[src/rtl/proc_pkg.sv]
// proc_pkg
//   Shared definitions for param_processor: opcode values, FSM state
//   encoding and helpers that derive instruction-field positions from
//   the data width and register address width.
//   No ports (package).
package proc_pkg;

  // Opcode values (instruction bits [DATA_W-1 -: 3])
  localparam logic [2:0] OP_MV  = 3'b000;
  localparam logic [2:0] OP_ADD = 3'b001;
  localparam logic [2:0] OP_SUB = 3'b010;
  localparam logic [2:0] OP_AND = 3'b011;
  localparam logic [2:0] OP_OUT = 3'b100;
  localparam logic [2:0] OP_MVI = 3'b101;
  localparam logic [2:0] OP_OR  = 3'b110;
  localparam logic [2:0] OP_XOR = 3'b111;

  // Instruction phases; T0 doubles as idle/fetch
  typedef enum logic [1:0] {
    T0 = 2'd0,
    T1 = 2'd1,
    T2 = 2'd2,
    T3 = 2'd3
  } state_t;

  // MSB of the 3-bit opcode field
  function automatic int op_msb(input int data_w);
    return data_w - 1;
  endfunction

  // MSB of the Rx field
  function automatic int rx_msb(input int data_w);
    return data_w - 4;
  endfunction

  // MSB of the Ry field
  function automatic int ry_msb(input int data_w, input int reg_aw);
    return data_w - 4 - reg_aw;
  endfunction

  // Width of the zero-extended immediate (overlaps Ry and below)
  function automatic int imm_w(input int data_w, input int reg_aw);
    return data_w - 3 - reg_aw;
  endfunction

endpackage

[src/rtl/proc_alu.sv]
// proc_alu
//   Combinational ALU for param_processor.
//   Ports:
//     a_i      [DATA_W-1:0]  first operand (latched A register)
//     b_i      [DATA_W-1:0]  second operand (bus value, i.e. Ry)
//     op_i     [2:0]         opcode
//     result_o [DATA_W-1:0]  result, modulo 2^DATA_W
//     carry_o                add carry-out / sub borrow; 0 for logic ops
module proc_alu
  import proc_pkg::*;
#(
  parameter int DATA_W = 16
) (
  input  logic [DATA_W-1:0] a_i,
  input  logic [DATA_W-1:0] b_i,
  input  logic [2:0]        op_i,
  output logic [DATA_W-1:0] result_o,
  output logic              carry_o
);

  // One extra bit holds the carry (add) or borrow (sub); for a subtraction
  // of zero-extended operands the top bit is set exactly when a < b.
  logic [DATA_W:0] sum_s;
  logic [DATA_W:0] diff_s;

  assign sum_s  = {1'b0, a_i} + {1'b0, b_i};
  assign diff_s = {1'b0, a_i} - {1'b0, b_i};

  // Operation select
  always_comb begin
    result_o = '0;
    carry_o  = 1'b0;
    case (op_i)
      OP_ADD: begin
        result_o = sum_s[DATA_W-1:0];
        carry_o  = sum_s[DATA_W];
      end
      OP_SUB: begin
        result_o = diff_s[DATA_W-1:0];
        carry_o  = diff_s[DATA_W];
      end
      OP_AND: result_o = a_i & b_i;
      OP_OR:  result_o = a_i | b_i;
      OP_XOR: result_o = a_i ^ b_i;
      default: begin
        result_o = '0;
        carry_o  = 1'b0;
      end
    endcase
  end

endmodule

[src/rtl/param_processor.sv]
// param_processor
//   Parametrised multicycle processor. One instruction per run handshake;
//   the shared bus is a mux driven from state, IR and register file.
//   Optional feature macro: PROC_FLAGS_EN adds zero/carry flag registers
//   and the flag_z/flag_c ports.
//   Ports:
//     clock              rising-edge clock
//     resetn             synchronous reset, active HIGH despite the name
//     run                start request, sampled only in T0
//     iin  [DATA_W-1:0]  instruction word, captured with run in T0
//     done               high during the final cycle of each instruction
//     bus  [DATA_W-1:0]  current internal bus value
//     flag_z, flag_c     result-zero / carry-borrow (PROC_FLAGS_EN only)
//   DATA_W must be at least 3 + 2*REG_AW + 1; REG_CNT a power of two >= 2.
module param_processor
  import proc_pkg::*;
#(
  parameter  int DATA_W  = 16,
  parameter  int REG_CNT = 8,
  localparam int REG_AW  = $clog2(REG_CNT)
) (
  input  logic              clock,
  input  logic              resetn,
  input  logic              run,
  input  logic [DATA_W-1:0] iin,
  output logic              done,
  output logic [DATA_W-1:0] bus
`ifdef PROC_FLAGS_EN
  ,
  output logic              flag_z,
  output logic              flag_c
`endif
);

  localparam int OP_MSB = op_msb(DATA_W);
  localparam int RX_MSB = rx_msb(DATA_W);
  localparam int RY_MSB = ry_msb(DATA_W, REG_AW);
  localparam int IMM_W  = imm_w(DATA_W, REG_AW);

  state_t             state_q, state_d;
  logic [DATA_W-1:0]  ir_q, ir_d;
  logic [DATA_W-1:0]  a_q, a_d;
  logic [DATA_W-1:0]  g_q, g_d;
  logic [DATA_W-1:0]  regs_q [REG_CNT];

  logic [2:0]         opcode_s;
  logic [REG_AW-1:0]  rx_s;
  logic [REG_AW-1:0]  ry_s;
  logic [DATA_W-1:0]  imm_s;
  logic               is_alu_s;
  logic [DATA_W-1:0]  bus_s;
  logic               done_s;
  logic               rf_we_s;
  logic [DATA_W-1:0]  alu_res_s;
  logic               alu_carry_s;

  // Instruction field decode from the held IR
  assign opcode_s = ir_q[OP_MSB -: 3];
  assign rx_s     = ir_q[RX_MSB -: REG_AW];
  assign ry_s     = ir_q[RY_MSB -: REG_AW];
  assign imm_s    = {{(DATA_W-IMM_W){1'b0}}, ir_q[IMM_W-1:0]};

  // Classify opcodes that take the three-step ALU path
  always_comb begin
    is_alu_s = 1'b0;
    case (opcode_s)
      OP_ADD, OP_SUB, OP_AND, OP_OR, OP_XOR: is_alu_s = 1'b1;
      default:                               is_alu_s = 1'b0;
    endcase
  end

  // Bus mux and done: purely a function of state, IR and registers
  always_comb begin
    bus_s  = '0;
    done_s = 1'b0;
    case (state_q)
      T0: begin
        bus_s  = '0;
        done_s = 1'b0;
      end
      T1: begin
        case (opcode_s)
          OP_MV: begin
            bus_s  = regs_q[ry_s];
            done_s = 1'b1;
          end
          OP_MVI: begin
            bus_s  = imm_s;
            done_s = 1'b1;
          end
          OP_OUT: begin
            bus_s  = regs_q[rx_s];
            done_s = 1'b1;
          end
          default: begin
            bus_s  = regs_q[rx_s];
            done_s = 1'b0;
          end
        endcase
      end
      T2: begin
        bus_s  = regs_q[ry_s];
        done_s = 1'b0;
      end
      T3: begin
        bus_s  = g_q;
        done_s = 1'b1;
      end
      default: begin
        bus_s  = '0;
        done_s = 1'b0;
      end
    endcase
  end

  assign bus  = bus_s;
  assign done = done_s;

  // In T2 the bus carries Ry, so the second operand is simply the bus
  proc_alu #(
    .DATA_W (DATA_W)
  ) u_alu (
    .a_i      (a_q),
    .b_i      (bus_s),
    .op_i     (opcode_s),
    .result_o (alu_res_s),
    .carry_o  (alu_carry_s)
  );

  // Next-state, IR/A/G capture and register-write enable
  always_comb begin
    state_d = state_q;
    ir_d    = ir_q;
    a_d     = a_q;
    g_d     = g_q;
    rf_we_s = 1'b0;
    case (state_q)
      T0: begin
        if (run) begin
          ir_d    = iin;
          state_d = T1;
        end else begin
          state_d = T0;
        end
      end
      T1: begin
        if (is_alu_s) begin
          a_d     = bus_s;
          state_d = T2;
        end else begin
          rf_we_s = (opcode_s != OP_OUT);
          state_d = T0;
        end
      end
      T2: begin
        g_d     = alu_res_s;
        state_d = T3;
      end
      T3: begin
        rf_we_s = 1'b1;
        state_d = T0;
      end
      default: begin
        state_d = T0;
      end
    endcase
  end

  // FSM and datapath registers
  always_ff @(posedge clock) begin
    if (resetn) begin
      state_q <= T0;
      ir_q    <= '0;
      a_q     <= '0;
      g_q     <= '0;
    end else begin
      state_q <= state_d;
      ir_q    <= ir_d;
      a_q     <= a_d;
      g_q     <= g_d;
    end
  end

  // Register file; Rx is always written from the bus value
  always_ff @(posedge clock) begin
    if (resetn) begin
      for (int i = 0; i < REG_CNT; i++) begin
        regs_q[i] <= '0;
      end
    end else if (rf_we_s) begin
      regs_q[rx_s] <= bus_s;
    end
  end

`ifdef PROC_FLAGS_EN
  logic flag_z_q, flag_z_d;
  logic flag_c_q, flag_c_d;

  // Flags follow the ALU result only on the T2->T3 edge
  always_comb begin
    if (state_q == T2) begin
      flag_z_d = (alu_res_s == '0);
      flag_c_d = alu_carry_s;
    end else begin
      flag_z_d = flag_z_q;
      flag_c_d = flag_c_q;
    end
  end

  // Flag registers
  always_ff @(posedge clock) begin
    if (resetn) begin
      flag_z_q <= 1'b0;
      flag_c_q <= 1'b0;
    end else begin
      flag_z_q <= flag_z_d;
      flag_c_q <= flag_c_d;
    end
  end

  assign flag_z = flag_z_q;
  assign flag_c = flag_c_q;
`else
  // Carry has no consumer without flags
  logic unused_carry_s;
  assign unused_carry_s = alu_carry_s;
`endif

endmodule

[config.mk]
export PLATFORM = sky130hd
export DESIGN_NAME = param_processor
export DESIGN_NICKNAME = d
export VERILOG_FILES = /design/src/rtl/proc_pkg.sv /design/src/rtl/proc_alu.sv /design/src/rtl/param_processor.sv
export SDC_FILE = /design/constraint.sdc
export NUM_CORES = 1
export LEC_CHECK = 0
export BUFFER_PORTS_ARGS = -buffer_cell sky130_fd_sc_hd__buf_2
export CAP_MARGIN = 20
export CELL_PAD_IN_SITES_DETAIL_PLACEMENT = 2
export CELL_PAD_IN_SITES_GLOBAL_PLACEMENT = 2
export CORE_MARGIN = 5
export CORE_UTILIZATION = 43
export CTS_CLUSTER_DIAMETER = 60
export DETAILED_ROUTE_END_ITERATION = 12
export GPL_TIMING_DRIVEN = 0
export MAX_ROUTING_LAYER = met4
export PLACE_DENSITY_LB_ADDON = 0.08
export REMOVE_ABC_BUFFERS = 1
export SLEW_MARGIN = 20
export SYNTH_ARGS = -nofsm -noshare
export SYNTH_HDL_FRONTEND = slang
export SYNTH_SLANG_ARGS = --single-unit
[constraint.sdc]
create_clock -name clock -period 5.7 [get_ports clock]
set_clock_uncertainty 0.2 [all_clocks]
set_input_delay 0.57 -clock clock [delete_from_list [all_inputs] [get_ports clock]]
set_output_delay 0.57 -clock clock [all_outputs]
set_load 0.05 [all_outputs]
* Word level (Yosys, flattened, before mapping)
Memory sizes are Yosys's and may differ from the RTL's. A register that Yosys moved wholly into a read port is not among the register bits.
Index checks and enable logic that the tools add are counted.
** Cells by class
- Add/subtract/negate cells :: 2
- Multipliers :: 0
- Div/mod/pow operators :: 0
- Order comparisons :: 0
- Equality and inequality tests :: 11
- Shift operators :: 0
- Mux-type cells :: 23
- Bitwise operators :: 3
- Reduce and logical (&&, ||, !) cells :: 8
** Operator list (number)
- $pmux 16 s5 :: 1
- $pmux 16 s4 :: 1
- $pmux 16 s2 :: 1
- $add 16x16->16 :: 1
- $and 16x16->16 :: 1
- $mux 16 :: 1
- $or 16x16->16 :: 1
- $reduce_or 16->1 :: 1
- $sub 16x16->16 :: 1
- $xor 16x16->16 :: 1
- $mux 3 :: 5
- $eq 3x3->1 const B :: 4
- $mux 1 :: 10
- $pmux 2 s4 :: 1
- $eq 3x2->1 const B :: 2
- $reduce_or 5->1 :: 1
- $eq 2x2->1 const B :: 2
- $reduce_and 2->1 :: 2
- $eq 3x1->1 const B :: 1
- $logic_not 3->1 :: 1
- $ne 3x3->1 const B :: 1
- $pmux 1 s3 :: 1
- $reduce_or 3->1 :: 1
- $eq 2x1->1 const B :: 1
- 4 further kinds :: 4
** Word-level totals
- Register bits after elaboration :: 50
- Bits in latches :: 0
- RAM bits :: 128
- ROM bits :: 0
- Input bits :: 19
- Word-level logic and storage cells :: 52
- Memories :: 1
** Memories
- regs_q :: words 8, bits a word 16, rd ports 2, clocked after Yosys merged registers in 2, write ports 8, line param_processor.sv:44 : logic [DATA_W-1:0] regs_q [REG_CNT];

* Longest topological paths before layout
Gate-level depths: netlist (run 1).
- Depth after elaboration :: 10
- Gate-level depth with buffers :: 23

* Hierarchy
A second synthesis (run 1) with hierarchy kept.
** Second synthesis, totals
- Cell total of the unflattened synthesis :: 1243
- Area, all modules :: 11900.2 um2
** By module, submodules not included
- param_processor :: times used 1, cells an instance 866, area an instance 9326.4 um2, sequential area each 4964.8 um2
- proc_alu :: times used 1, cells an instance 377, area an instance 2573.7 um2, sequential area each 0.0 um2

* Least setup slack after synthesis (run 1)
No wires, ideal clock.
- Path type :: flip-flop to flip-flop
- Start :: register with a tool-made name
- End :: register g_q[11]
- Library setup time :: 0.133 ns
- Arrival time :: 4.439 ns
- Setup slack :: 0.928 ns
- Stages on the path, launching flop included :: 21
- Buffers on the path :: 3
- Cells stage by stage :: dfxtp_1 clkbuf_1 clkbuf_1 mux4_2 mux2i_1 nor2_1 nor3_2 clkbuf_1 ha_1 a21oi_1 ha_1 nor2b_1 o21ai_0 a21boi_0 o31ai_1 a21oi_1 a21oi_1 o21ai_0 xor2_1 a222oi_1 nor3_1
** RTL lines
- end signal: assignment :: line param_processor.sv:180 : g_q <= g_d;
- end: declaration :: line param_processor.sv:43 : logic [DATA_W-1:0] g_q, g_d;

==> metrics.md, run 1 <==
| Metric | Value |
|---|---|
| Result of the run | `completed` |
| Most common cell in the synthesized netlist | `sky130_fd_sc_hd__nor2_1` |
| Post-Place Cell Area | `0.01117 mm²` |
| Fin Hold WS | `0.1553 ns` |
| Total of buffers placed on input and output ports | `35` |
| Cell with the largest stage delay on the worst path | `sky130_fd_sc_hd__dfxtp_2` |
| Relative slew margins | `23.18%` |
| Post-synthesis cell type count | `56` |
| Average instance area after synthesis | `11.15 µm²` |
| Total power divided by cell area | `300.2 mW/mm²` |
| GRT Residual Overflow | `0` |
| Most used cell, CP | `sky130_fd_sc_hd__o21ai_0` |
| H-tree lvl count | `4` |
| Area overhead of the layout relative to synthesis | `12.60%` |
| Fraction of synthesis flops using an asynchronous set or reset pin | `0%` |
| Hold Path Sink | `ir_q[13]$_SDFFE_PP0P_` |
| # diodes | `0` |
| Clock-pin transition on the worst setup and hold timing paths | `0.08 ns` |
| Peak Freq | `184.4 MHz` |
| Final layout net count | `1023` |
| Crit path kind | `flop to flop` |
| Endpoint of the lowest-slack register-to-register path | `g_q[12]$_SDFFE_PP0N_` |
| Maximum clock path buffer count | `2` |
| Kind of cell with the highest combined delay on the critical path | `compound AO/OA/AOI/OAI gates` |
| Antenna violation net count after detailed routing | `0` |
| Post-Syn Area | `0.01063 mm²` |
| Leading cell types by count after synthesis | `190 x sky130_fd_sc_hd__nor2_1, 128 x sky130_fd_sc_hd__edfxtp_1, 64 x sky130_fd_sc_hd__mux4_2, 64 x sky130_fd_sc_hd__nand2_1, 56 x sky130_fd_sc_hd__dfxtp_1` |
| Final hold vios | `0` |
| Post-Route WL | `35.46 mm` |
| Sequential share of the synthesized area | `46.71%` |
| WP buf/inv | `1` |
| Area of the die | `0.02796 mm²` |
| Number of sinks on the clock net | `184` |
| Sum Neg Setup Slack | `0 ns` |
| Leading area contributor after synthesis | `sky130_fd_sc_hd__edfxtp_1` |
| DRT Pass-1 Iters | `5` |
| Final weighted congestion of routability-driven global placement | `0.8426` |
| Total GRT Usage | `26.16%` |
| Final worst path period need | `5.423 ns` |
| CP startpoint kind | `flop` |
| Chip Width | `167.2 µm` |
| Count of routing violations after the opening detailed-route iteration | `578` |
| Signal arrival time at the worst endpoint | `5.56 ns` |
| Worst endpoint required time | `5.84 ns` |
| Height of the die | `167.2 µm` |
| CTS Buf Count | `17` |
| Filler cells | `2437` |
| Count of warnings emitted by yosys | `0` |
| Standard-cell rows | `57` |
| Worst-path cell chain | `mux4_2 > mux2_2 > o21ai_0 > a21o_1 > inv_1 > nor2_1 > nand2_1 > o21ai_0 > xnor2_1 > ha_1 > o21ai_0 > a21oi_1 > a31oi_1 > o21a_1 > or4b_2 > a311oi_1` |
| Worst vdd ir | `0.1538 mV` |
| Initial antenna violation count | `0` |
| Post-CTS Hold Fix Bufs | `0` |
| Io pins | `36` |
| Element type at the critical path end | `flop` |
| Tightest Pin Transition | `1.152 ns` |
| Worst setup slack for register-to-register paths | `0.28 ns` |
| Placeable core region | `0.02432 mm²` |
| Wire length of the first global-routing pass | `53.90 mm` |
| Crit-path max FO | `21` |
| Vias in the first global route | `8762` |
| Routed vias | `7913` |
| Type of the worst min-delay path | `primary input to flop` |
| Clock latency on the worst-skew pair | `0.44 ns` |
| Count of flip-flops with a built-in enable after synthesis | `128` |
| CTS tree | `built` |
| Top-area cell type share of the netlist area | `36.16%` |
| Gate count of the mapped netlist | `953` |
| RSZ-0062 raised after global routing | `no` |
| Initial standard-cell utilization of the core | `43.71%` |
| Post-route standard cell area excluding fillers | `0.01197 mm²` |
| Detailed placement HPWL | `23.12 mm` |
| Period utilisation layout | `95.14%` |
| Setup violators final | `0` |
| Count of cells along the worst hold path | `3` |
| Total of flip-flops plus latches after synthesis | `184` |
| Fraction of layout cells with a size suffix above 1 | `20.79%` |
| Cells taking the most area after synthesis | `sky130_fd_sc_hd__edfxtp_1 36%, sky130_fd_sc_hd__mux4_2 14%, sky130_fd_sc_hd__dfxtp_1 11%` |
| Start point of the worst hold path | `iin[13]` |
| Number of max-cap violations | `0` |
| Top_reg_cell synth | `sky130_fd_sc_hd__edfxtp_1` |
| Pin count of the biggest net entering global routing | `39` |
| Wire length per cell | `27.47 µm` |
| Cell depth of the worst flop-to-flop path | `16` |
| Cell chosen for the clock root | `sky130_fd_sc_hd__clkbuf_16` |
| Final-report max-slew violation count | `0` |
| Count of unresolved DRC violations after routing | `0` |
| Post-detailed-route via-to-cell ratio | `6.129` |
| Leakage Power | `4.238 nW` |
| Max stage delay on crit path | `0.86 ns` |
-- cell families after synthesis --
family,Yosys count,synth area share [%]
flip-flops,184,46.71
AND/OR/NAND/NOR,307,12.34
adder cells (fa/ha/maj),50,5.956
XOR/XNOR,25,2.060
multiplexers,106,17.56
buffers and inverters,121,4.567
AO/OA/AOI/OAI,160,10.81
-- where the power goes --
part / switching (W) / internal (W)
sequential: 0.0000711 / 0.00148
clock: 0.000584 / 0.000667
combinational: 0.000461 / 0.000334
total: 0.00112 / 0.00248
-- registers in the layout, indices dropped and copies added, names as in the netlist, named ones only --
register and count:
regs_q 128, g_q 16, a_q 16, state_q 1, ir_q 16
-- tightest hold or removal path, delay by kind of cell --
family | cells | cell delay, ns
AO/OA/AOI/OAI | 1 | 0.05
AND/OR/NAND/NOR | 1 | 0.05
buffers and inverters | 1 | 0.10
-- layout by cell type, fill, tap and decap left out, drive strengths merged, types with 2 or more instances in the layout --
master	Yosys	final
clkinvlp	0	2
o221a	7	7
bufinv	0	2
a22o	26	26
a211oi	17	17
nor2	190	190
dfxtp	56	56
xnor2	21	21
or3	3	3
o21a	2	2
a22oi	21	21
o21ai	19	19
mux2	4	4
o211ai	3	3
inv	46	53
clkbuf	55	17
nand2	64	64
mux2i	38	38
nor2b	10	10
nand3	4	4
edfxtp	128	128
a21oi	41	41
buf	20	57
nand2b	11	11
ha	49	49
o41ai	2	2
xor2	4	4
a31oi	3	3
mux4	64	64
nor3	13	13
o31ai	4	4
clkinv	0	4
a21boi	2	2
a21o	3	3
and2	3	3
o22ai	5	5
nor4	2	2
-- timing repair --
| action | CTS | global route |
|---|---|---|
| setup endpoints to repair | 11 | 6 |
| gates cloned | 0 | 0 |
| hold endpoints to repair | 0 | 0 |
| pin swaps | 1 | 0 |
| gates resized for setup | 6 | 5 |
| setup buffers | 10 | 1 |
-- worst max-delay path by stage --
stage,startpoint,to,slack (ns),depth (start not counted)
after floorplan,flop,g_q[12]$_SDFFE_PP0N_,-0.53,17
after global placement,ir_q[13]$_SDFFE_PP0P_,g_q[15]$_SDFFE_PP0N_,-2.89,16
after detailed placement,ir_q[15]$_SDFFE_PP0P_,g_q[15]$_SDFFE_PP0N_,-1.03,16
after CTS,flop,g_q[11]$_SDFFE_PP0N_,0.08,18
after global routing,state_q[0]$_SDFF_PP0_,g_q[11]$_SDFFE_PP0N_,0.02,19
final,flop,g_q[12]$_SDFFE_PP0N_,0.28,16
-- metrics by stage --
step                      worst slack [ns]  total power (W)  utilization (%)  instances
after global routing               0.01568         0.003739            49.21       1291
final                               0.2772         0.003593            49.21       1291
after detailed placement            -1.026         0.002347            45.92       1248
after floorplan                    -0.5287         0.002099                -        878
after global placement              -2.886         0.002290            44.81       1237
after CTS                          0.08150         0.003596            48.94       1290
-- cell type report --
type | count | area, µm² | share of cell area (%)
Multi-Input combinational cell | 648 | 5293 | 44.22
Sequential cell | 184 | 4986 | 41.66
Timing Repair Buffer | 57 | 501.7 | 4.192
Clock buffer | 17 | 425.4 | 3.555
Tap cell | 324 | 405.4 | 3.387
Clock inverter | 15 | 183.9 | 1.537
Inverter | 46 | 172.7 | 1.443
-- metal layers --
layer	routed length [µm]	global-route usage, %
met1	14790	31.98
met2	18690	46.11
met3	1245	3.371
met4	739	6.916
met5	0	-
(Power assumes the default switching activity.)
==> inputs of run 2 (changes only) <==
--- a/config.mk
+++ b/config.mk
@@ -5,14 +5,16 @@
 export SDC_FILE = /design/constraint.sdc
 export NUM_CORES = 1
 export LEC_CHECK = 0
+export ABC_AREA = 1
 export BUFFER_PORTS_ARGS = -buffer_cell sky130_fd_sc_hd__buf_2
 export CAP_MARGIN = 20
 export CELL_PAD_IN_SITES_DETAIL_PLACEMENT = 2
 export CELL_PAD_IN_SITES_GLOBAL_PLACEMENT = 2
 export CORE_MARGIN = 5
-export CORE_UTILIZATION = 43
+export CORE_UTILIZATION = 37
 export CTS_CLUSTER_DIAMETER = 60
 export DETAILED_ROUTE_END_ITERATION = 12
+export GPL_ROUTABILITY_DRIVEN = 0
 export GPL_TIMING_DRIVEN = 0
 export MAX_ROUTING_LAYER = met4
 export PLACE_DENSITY_LB_ADDON = 0.08
==> metrics.md, run 2 <==
| Metric | Value |
|---|---|
| DRT Pass-1 Iters | `4 (-1)` |
| Io pins | `36 (unchanged)` |
| Type of the worst min-delay path | `primary input to flop` |
| Count of routing violations after the opening detailed-route iteration | `636 (+10%)` |
| Initial standard-cell utilization of the core | `37.68% (-6.0 points)` |
| Total of buffers placed on input and output ports | `35 (unchanged)` |
| Total of flip-flops plus latches after synthesis | `184 (unchanged)` |
| H-tree lvl count | `4 (unchanged)` |
| Crit-path max FO | `17 (-19%)` |
| GRT Residual Overflow | `0 (unchanged)` |
| Commonest cells after routing, fill and taps aside | `444 x sky130_fd_sc_hd__nand2_1, 226 x sky130_fd_sc_hd__nor2_1, 153 x sky130_fd_sc_hd__nand3_1` |
| Crit path kind | `flop to flop` |
| Max FFs per register | `128 (unchanged)` |
| Relative slew margins | `26.35% (+3.2 points)` |
| Average instance area after synthesis | `7.363 µm² (-34%)` |
| Chip Width | `184.2 µm (+10%)` |
| # diodes | `0 (unchanged)` |
| Initial antenna violation count | `0 (unchanged)` |
| Most common cell in the synthesized netlist | `sky130_fd_sc_hd__nand2_1` |
| Post-Syn Area | `0.01123 mm² (+5.6%)` |
| Gate count of the mapped netlist | `1525 (+60%)` |
| Leading area contributor after synthesis | `sky130_fd_sc_hd__edfxtp_1` |
| Top_reg_cell synth | `sky130_fd_sc_hd__edfxtp_1` |
| Post-Place Cells | `1874 (+50%)` |
| Tightest Pin Transition | `1.102 ns (-0.05017 ns)` |
| Least setup slack across all paths after layout | `0.4600 ns (+0.1828 ns)` |
| Post-Route WL | `44.97 mm (+27%)` |
| Most used cell, CP | `sky130_fd_sc_hd__nand2_1` |
| Detailed placement HPWL | `28.17 mm (+22%)` |
| Number of max-cap violations | `0 (unchanged)` |
| Placeable core region | `0.02980 mm² (+23%)` |
| Sequential share of the synthesized area | `44.22% (-2.5 points)` |
| Routed vias | `10738 (+36%)` |
| Fin Hold WS | `0.1652 ns (+0.009936 ns)` |
| Post-placement worst setup slack | `-0.6900 ns (+0.3355 ns)` |
| Worst setup slack for register-to-register paths | `0.46 ns (+0.18 ns)` |
| Fraction of layout cells with a size suffix above 1 | `9.375% (-11 points)` |
| Top-area cell type share of the netlist area | `34.23% (-1.9 points)` |
| Kind of cell with the highest combined delay on the critical path | `simple AND/OR/NAND/NOR gates` |
| Total power divided by cell area | `316.7 mW/mm² (+5.5%)` |
| Period utilisation layout | `91.93% (-3.2 points)` |
| Total GRT Usage | `27.10% (+0.94 points)` |
| Post-synthesis cell type count | `39 (-30%)` |
| Maximum clock path buffer count | `2 (unchanged)` |
| Area overhead of the layout relative to synthesis | `11.78%` |
| Wire length of the first global-routing pass | `67.14 mm (+25%)` |
| Clock-pin transition on the worst setup and hold timing paths | `0.08 ns (about the same)` |
| Vias in the first global route | `11372 (+30%)` |
| Count of warnings emitted by yosys | `0 (unchanged)` |
| Fraction of synthesis flops using an asynchronous set or reset pin | `0% (unchanged)` |
| Element type at the critical path end | `flop` |
| Signal arrival time at the worst endpoint | `5.42 ns (-0.14 ns)` |
| Cell with the largest stage delay on the worst path | `sky130_fd_sc_hd__dfxtp_2` |
| Worst vdd ir | `0.2174 mV (+41%)` |
| Reg with most FFs | `regs_q` |
| Cells taking the most area after synthesis | `sky130_fd_sc_hd__edfxtp_1 34%, sky130_fd_sc_hd__nand2_1 15%, sky130_fd_sc_hd__dfxtp_1 10%` |
| Area of the die | `0.03393 mm² (+21%)` |
| CP startpoint kind | `flop` |
| Clock latency on the worst-skew pair | `0.46 ns (+0.02 ns)` |
| Final-report max-slew violation count | `0 (unchanged)` |
| Cell chosen for the clock root | `sky130_fd_sc_hd__clkbuf_16` |
| Height of the die | `184.2 µm (+10%)` |
| CTS tree | `built` |
| Worst endpoint required time | `5.88 ns (+0.04 ns)` |
| Result of the run | `completed` |
| Number of sinks on the clock net | `184 (unchanged)` |
| Max stage delay on crit path | `0.72 ns (-0.14 ns)` |
| Leading cell types by count after synthesis | `448 x sky130_fd_sc_hd__nand2_1, 232 x sky130_fd_sc_hd__nor2_1, 153 x sky130_fd_sc_hd__nand3_1` |
| Standard-cell rows | `63 (+11%)` |
| Final layout net count | `1592 (+56%)` |
| Final hold vios | `0 (unchanged)` |
| Count of unresolved DRC violations after routing | `0 (unchanged)` |
| Post-detailed-route via-to-cell ratio | `5.575 (-9.0%)` |
| CTS Buf Count | `17 (unchanged)` |
| Wire length per cell | `23.35 µm (-15%)` |
| WP buf/inv | `4 (+3)` |
| Post-route non-filler standard cell count | `1926 (+49%)` |
| Leakage Power | `5.411 nW (+28%)` |
| Count of flip-flops with a built-in enable after synthesis | `128 (unchanged)` |
| RSZ-0062 raised after global routing | `no` |
| Final worst path period need | `5.240 ns (-0.1828 ns)` |
| Setup violators final | `0 (unchanged)` |
| Pin count of the biggest net entering global routing | `63 (+62%)` |
| Most common library cell in the layout ignoring fill and taps | `sky130_fd_sc_hd__nand2_1` |
| Antenna violation net count after detailed routing | `0 (unchanged)` |
| Peak Freq | `190.8 MHz (+3.5%)` |
-- run 2: cell count changes after synthesis, sizes merged, moves of 21 or more --
cell,before,now
xnor2,21,0
nand2,64,450
inv,46,129
nor2,190,235
o21ai,19,82
nand3,4,154
mux4,64,0
a21oi,41,87
a22o,26,0
buf,20,42
mux2i,38,0
-- run 2: logic make-up (layout without fill, tap and decap cells) --
| group | Yosys count | after routing | synth area share, % |
|---|---|---|---|
| buffers and inverters | 221 | 232 | 8.112 |
| AND/OR/NAND/NOR | 849 | 849 | 30.51 |
| adder cells (fa/ha/maj) | 50 | 50 | 5.639 |
| XOR/XNOR | 14 | 14 | 1.092 |
| flip-flops | 184 | 184 | 44.22 |
| AO/OA/AOI/OAI | 207 | 207 | 10.43 |
-- run 2: final cells by class --
| class | instances | area (µm²) |
|---|---|---|
| Fill cell | 3505 | 17250 |
| Multi-Input combinational cell | 1120 | 5466 |
| Sequential cell | 184 | 4977 |
| Inverter | 135 | 540.5 |
| Timing Repair Buffer | 64 | 500.5 |
| Tap cell | 390 | 488.0 |
| Clock buffer | 21 | 450.4 |
| Clock inverter | 11 | 122.6 |
| Timing Repair inverter | 1 | 5.005 |
-- run 2: where the power goes --
part	switching, W	internal (W)	total (W)	leakage (nW)
Clock	0.000566	0.000659	0.00123	0.272
Combinational	0.000840	0.000355	0.00119	3.35
Sequential	0.0000663	0.00149	0.00155	1.78
-- run 2: stage by stage --
step | area, µm² | setup TNS [ns] | util (%) | power (W)
floorplan | 10820 | -0.6639 | - | 0.002318
global placement | 11490 | -106.40 | 38.55 | 0.002669
detailed placement | 11710 | -4.128 | 39.30 | 0.002736
CTS | 12340 | 0 | 41.43 | 0.003959
global route | 12550 | 0 | 42.12 | 0.004180
finish | 12550 | 0 | 42.12 | 0.003974
-- run 2: final timing paths --
path | start | endpoint | cells after the start
setup / recovery | flop | g_q[14]$_SDFFE_PP0N_ | 25
hold / removal | iin[3] | ir_q[3]$_SDFFE_PP0P_ | 3
setup reg to reg | flop | g_q[14]$_SDFFE_PP0N_ | 25
hold reg to reg | g_q[13]$_SDFFE_PP0N_ | g_q[13]$_SDFFE_PP0N_ | 2
-- run 2: layer usage --
layer | wire, µm | GRT usage, % | up-vias
met3 | 1678 | 4.204 | 56
met5 | 0 | - | -
li1 | - | - | 4978
met2 | 22880 | 47.19 | 204
met4 | 731 | 6.359 | 0
met1 | 19680 | 33.18 | 5500
-- run 2: what timing repair did --
| action | in CTS | in global routing |
|---|---|---|
| setup buffers | 3 | 16 |
| hold buffers | 0 | 0 |
| setup endpoints to repair | 11 | 6 |
| cloned | 0 | 1 |
| pin swaps | 0 | 2 |
| gates resized for setup | 8 | 14 |
-- run 2: worst reg2reg max path, stage by stage (launching register included) --
cell	delay [ns]
sky130_fd_sc_hd__dfxtp_2	0.72
sky130_fd_sc_hd__clkinvlp_4	0.22
sky130_fd_sc_hd__buf_4	0.24
sky130_fd_sc_hd__buf_4	0.19
sky130_fd_sc_hd__nand3_1	0.08
sky130_fd_sc_hd__nand2_1	0.14
sky130_fd_sc_hd__nand2_1	0.12
sky130_fd_sc_hd__nand2_1	0.08
sky130_fd_sc_hd__nor2_2	0.65
sky130_fd_sc_hd__nand3_1	0.32
sky130_fd_sc_hd__a21oi_1	0.26
sky130_fd_sc_hd__xor2_1	0.16
sky130_fd_sc_hd__inv_1	0.06
sky130_fd_sc_hd__ha_1	0.37
sky130_fd_sc_hd__nand2_1	0.10
sky130_fd_sc_hd__nor2_1	0.15
sky130_fd_sc_hd__nand3_1	0.10
sky130_fd_sc_hd__o2111ai_1	0.19
sky130_fd_sc_hd__nand2_1	0.13
sky130_fd_sc_hd__nand2_1	0.08
sky130_fd_sc_hd__a21oi_1	0.08
sky130_fd_sc_hd__nand2_1	0.07
sky130_fd_sc_hd__nand2_1	0.04
sky130_fd_sc_hd__o221ai_1	0.21
sky130_fd_sc_hd__nand2_1	0.08
sky130_fd_sc_hd__a21oi_1	0.12
==> inputs of run 3 (changes only) <==
==> constraint.sdc (replaced) <==
create_clock -name clock -period 5.7 [get_ports clock]
set_clock_uncertainty 0.2 [all_clocks]
set_input_delay 0.285 -clock clock [delete_from_list [all_inputs] [get_ports clock]]
set_output_delay 0.285 -clock clock [all_outputs]
set_load 0.05 [all_outputs]
==> metrics.md, run 3 (synthesized netlist as in run 2, its figures left out) <==
| Metric | Value |
|---|---|
| Post-Route WL | `45.33 mm (+0.78%)` |
| CP startpoint kind | `flop` |
| Power share of the sequential group | `39.1% (about the same)` |
| Endpoint of the lowest-slack register-to-register path | `g_q[14]$_SDFFE_PP0N_` |
| Final hold vios | `0 (unchanged)` |
| Worst endpoint required time | `5.88 ns (about the same)` |
| Part of the total power dissipated in the clock network | `30.7% (about the same)` |
| Maximum clock path buffer count | `2 (unchanged)` |
| Crit-path max FO | `17 (unchanged)` |
| Combinational Power Share | `30.2% (about the same)` |
| Max FFs per register | `128 (unchanged)` |
| Count of routing violations after the opening detailed-route iteration | `644 (+1.3%)` |
| Area of the die | `0.03393 mm² (unchanged)` |
| Wire length of the first global-routing pass | `67.59 mm (+0.67%)` |
| Area overhead of the layout relative to synthesis | `12.69%` |
| Number of sinks on the clock net | `184 (unchanged)` |
| Leakage Power | `5.455 nW (+0.81%)` |
| Antenna violation net count after detailed routing | `0 (unchanged)` |
| Element type at the critical path end | `flop` |
| Number of max-cap violations | `0 (unchanged)` |
| Detailed placement HPWL | `28.17 mm (unchanged)` |
| Reg with most FFs | `regs_q` |
| Least setup slack across all paths after layout | `0.4190 ns (-0.04097 ns)` |
| Internal Dissipation | `0.002504 W (+0.10%)` |
| H-tree lvl count | `4 (unchanged)` |
| Period utilisation layout | `92.65% (+0.72 points)` |
| Switching portion of total power | `37.01% (-0.045 points)` |
| Count of unresolved DRC violations after routing | `0 (unchanged)` |
| Routed vias | `10805 (+0.62%)` |
| Total GRT Usage | `27.28% (+0.18 points)` |
| GRT Residual Overflow | `0 (unchanged)` |
| Worst vdd ir | `0.2176 mV (+0.10%)` |
| Io pins | `36 (unchanged)` |
| Peak Freq | `189.4 MHz (-0.78%)` |
| Tightest Pin Transition | `1.099 ns (-0.003037 ns)` |
| Worst setup slack for register-to-register paths | `0.42 ns (-0.04 ns)` |
| Relative slew margins | `26.55% (+0.20 points)` |
| Clock-pin transition on the worst setup and hold timing paths | `0.07 ns (about the same)` |
| Post-placement worst setup slack | `-0.6900 ns (unchanged)` |
| Vias in the first global route | `11450 (+0.69%)` |
| Signal arrival time at the worst endpoint | `5.47 ns (+0.05 ns)` |
| Crit path kind | `flop to flop` |
| Post-detailed-route via-to-cell ratio | `5.578 (about the same)` |
| Initial antenna violation count | `0 (unchanged)` |
| Final-report max-slew violation count | `0 (unchanged)` |
| DRT Pass-1 Iters | `5 (+1)` |
| Fraction of the core area covered by cells at the end of the flow | `42.47% (+0.34 points)` |
| Commonest cells after routing, fill and taps aside | `444 x sky130_fd_sc_hd__nand2_1, 226 x sky130_fd_sc_hd__nor2_1, 153 x sky130_fd_sc_hd__nand3_1` |
| Initial standard-cell utilization of the core | `37.68% (unchanged)` |
| Standard-cell rows | `63 (unchanged)` |
| Clock latency on the worst-skew pair | `0.46 ns (about the same)` |
| Pin count of the biggest net entering global routing | `63 (unchanged)` |
| Fraction of layout cells with a size suffix above 1 | `9.114% (-0.26 points)` |
| Setup violators final | `0 (unchanged)` |
| # diodes | `0 (unchanged)` |
| Worst setup path endpoint | `g_q[14]$_SDFFE_PP0N_` |
| Filler cells | `3498 (-0.20%)` |
| Final worst path period need | `5.281 ns (+0.04098 ns)` |
| Final layout net count | `1603 (+0.69%)` |
| Most common library cell in the layout ignoring fill and taps | `sky130_fd_sc_hd__nand2_1` |
| Cell chosen for the clock root | `sky130_fd_sc_hd__clkbuf_16` |
| Total power of the final layout | `0.003975 W (about the same)` |
| Chip Width | `184.2 µm (unchanged)` |
| Post-route standard cell area excluding fillers | `0.01265 mm² (+0.82%)` |
| Type of the worst min-delay path | `primary input to flop` |
| CTS tree | `built` |
| Cell depth of the worst flop-to-flop path | `25 (unchanged)` |
| Wire length per cell | `23.40 µm (+0.21%)` |
| Power dissipated by switching net loads | `0.001471 W (about the same)` |
| Placeable core region | `0.02980 mm² (unchanged)` |
| Height of the die | `184.2 µm (unchanged)` |
| Result of the run | `completed` |
| Total power divided by cell area | `314.2 mW/mm² (-0.78%)` |
| Post-Place Cell Area | `0.01171 mm² (unchanged)` |
| Total of buffers placed on input and output ports | `35 (unchanged)` |
| CTS Buf Count | `17 (unchanged)` |
-- run 3: cell count changes in the layout (fill, tap and decap cells not counted), sizes merged --
| cell | before | now |
|---|---|---|
| buf | 64 | 61 |
| dlygate4sd3 | 0 | 14 |
-- run 3: worst max-delay path: stages (launching register included) --
cell	delay [ns]
sky130_fd_sc_hd__dfxtp_2	0.73
sky130_fd_sc_hd__clkinvlp_4	0.20
sky130_fd_sc_hd__buf_4	0.24
sky130_fd_sc_hd__buf_4	0.19
sky130_fd_sc_hd__nand3_1	0.08
sky130_fd_sc_hd__nand2_1	0.15
sky130_fd_sc_hd__nand2_1	0.12
sky130_fd_sc_hd__nand2_1	0.08
sky130_fd_sc_hd__nor2_2	0.67
sky130_fd_sc_hd__nand3_1	0.32
sky130_fd_sc_hd__a21oi_1	0.26
sky130_fd_sc_hd__xor2_1	0.16
sky130_fd_sc_hd__inv_1	0.06
sky130_fd_sc_hd__ha_1	0.36
sky130_fd_sc_hd__nand2_1	0.10
sky130_fd_sc_hd__nor2_1	0.15
sky130_fd_sc_hd__nand3_1	0.10
sky130_fd_sc_hd__o2111ai_1	0.20
sky130_fd_sc_hd__nand2_1	0.13
sky130_fd_sc_hd__nand2_1	0.08
sky130_fd_sc_hd__a21oi_1	0.08
sky130_fd_sc_hd__nand2_1	0.07
sky130_fd_sc_hd__nand2_1	0.04
sky130_fd_sc_hd__o221ai_1	0.22
sky130_fd_sc_hd__nand2_1	0.08
sky130_fd_sc_hd__a21oi_1	0.12
-- run 3: through the flow --
stage	instances	setup TNS, ns	hold WS [ns]
6_report	1937	0	0.03195
5_1_grt	1937	-0.007670	0.02284
4_1_cts	1923	0	0.002210
3_5_place_dp	1874	-4.128	0.2591
3_3_place_gp	1864	-102.12	0.2547
2_1_floorplan	1439	-0.6639	0.1541
-- run 3: worst min path at each step --
stage / from / end / slack (ns) / depth (start not counted)
after global placement: g_q[11]$_SDFFE_PP0N_ / g_q[11]$_SDFFE_PP0N_ / 0.25 / 2
after floorplan: resetn / flop / 0.15 / 1
after global routing: iin[2] / ir_q[2]$_SDFFE_PP0P_ / 0.02 / 3
after detailed placement: g_q[13]$_SDFFE_PP0N_ / g_q[13]$_SDFFE_PP0N_ / 0.26 / 2
final: iin[2] / ir_q[2]$_SDFFE_PP0P_ / 0.03 / 3
after CTS: iin[11] / flop / 0.002 / 3
-- run 3: power groups by stage --
stage	Combinational, W	Clock (W)	Sequential, W
2_1_floorplan	0.000747	0	0.00157
3_3_place_gp	0.00105	0	0.00162
3_5_place_dp	0.00115	0	0.00159
4_1_cts	0.00117	0.00123	0.00156
5_1_grt	0.00133	0.00129	0.00156
6_report	0.00120	0.00122	0.00155
-- run 3: area by class of cell --
class	count	area (µm²)	share of cell area [%]
multi-input combinational	1120	5444	43.02
sequential	184	4977	39.34
timing repair buffer	75	625.6	4.944
inverter	135	540.5	4.272
tap	390	488.0	3.856
clock buffer	21	450.4	3.560
clock inverter	11	122.6	0.9691
timing repair inverter	1	5.005	0.03955
-- run 3: what timing repair did --
item                                   in CTS  in global routing
hold buffers                               14                  0
setup endpoints to repair                  11                  6
pin swaps                                   0                  2
setup buffers                               3                 13
endpoints found under the hold margin      19                  0
gates cloned                                0                  1
resized for setup                           8                 12
-- run 3: per-layer routing --
| metal | vias up | routed length, µm | GRT usage [%] |
|---|---|---|---|
| li1 | 5001 | - | - |
| met1 | 5510 | 19610 | 33.17 |
| met2 | 237 | 23020 | 47.73 |
| met3 | 57 | 1826 | 4.342 |
| met4 | 0 | 864 | 6.300 |
| met5 | - | 0 | - |
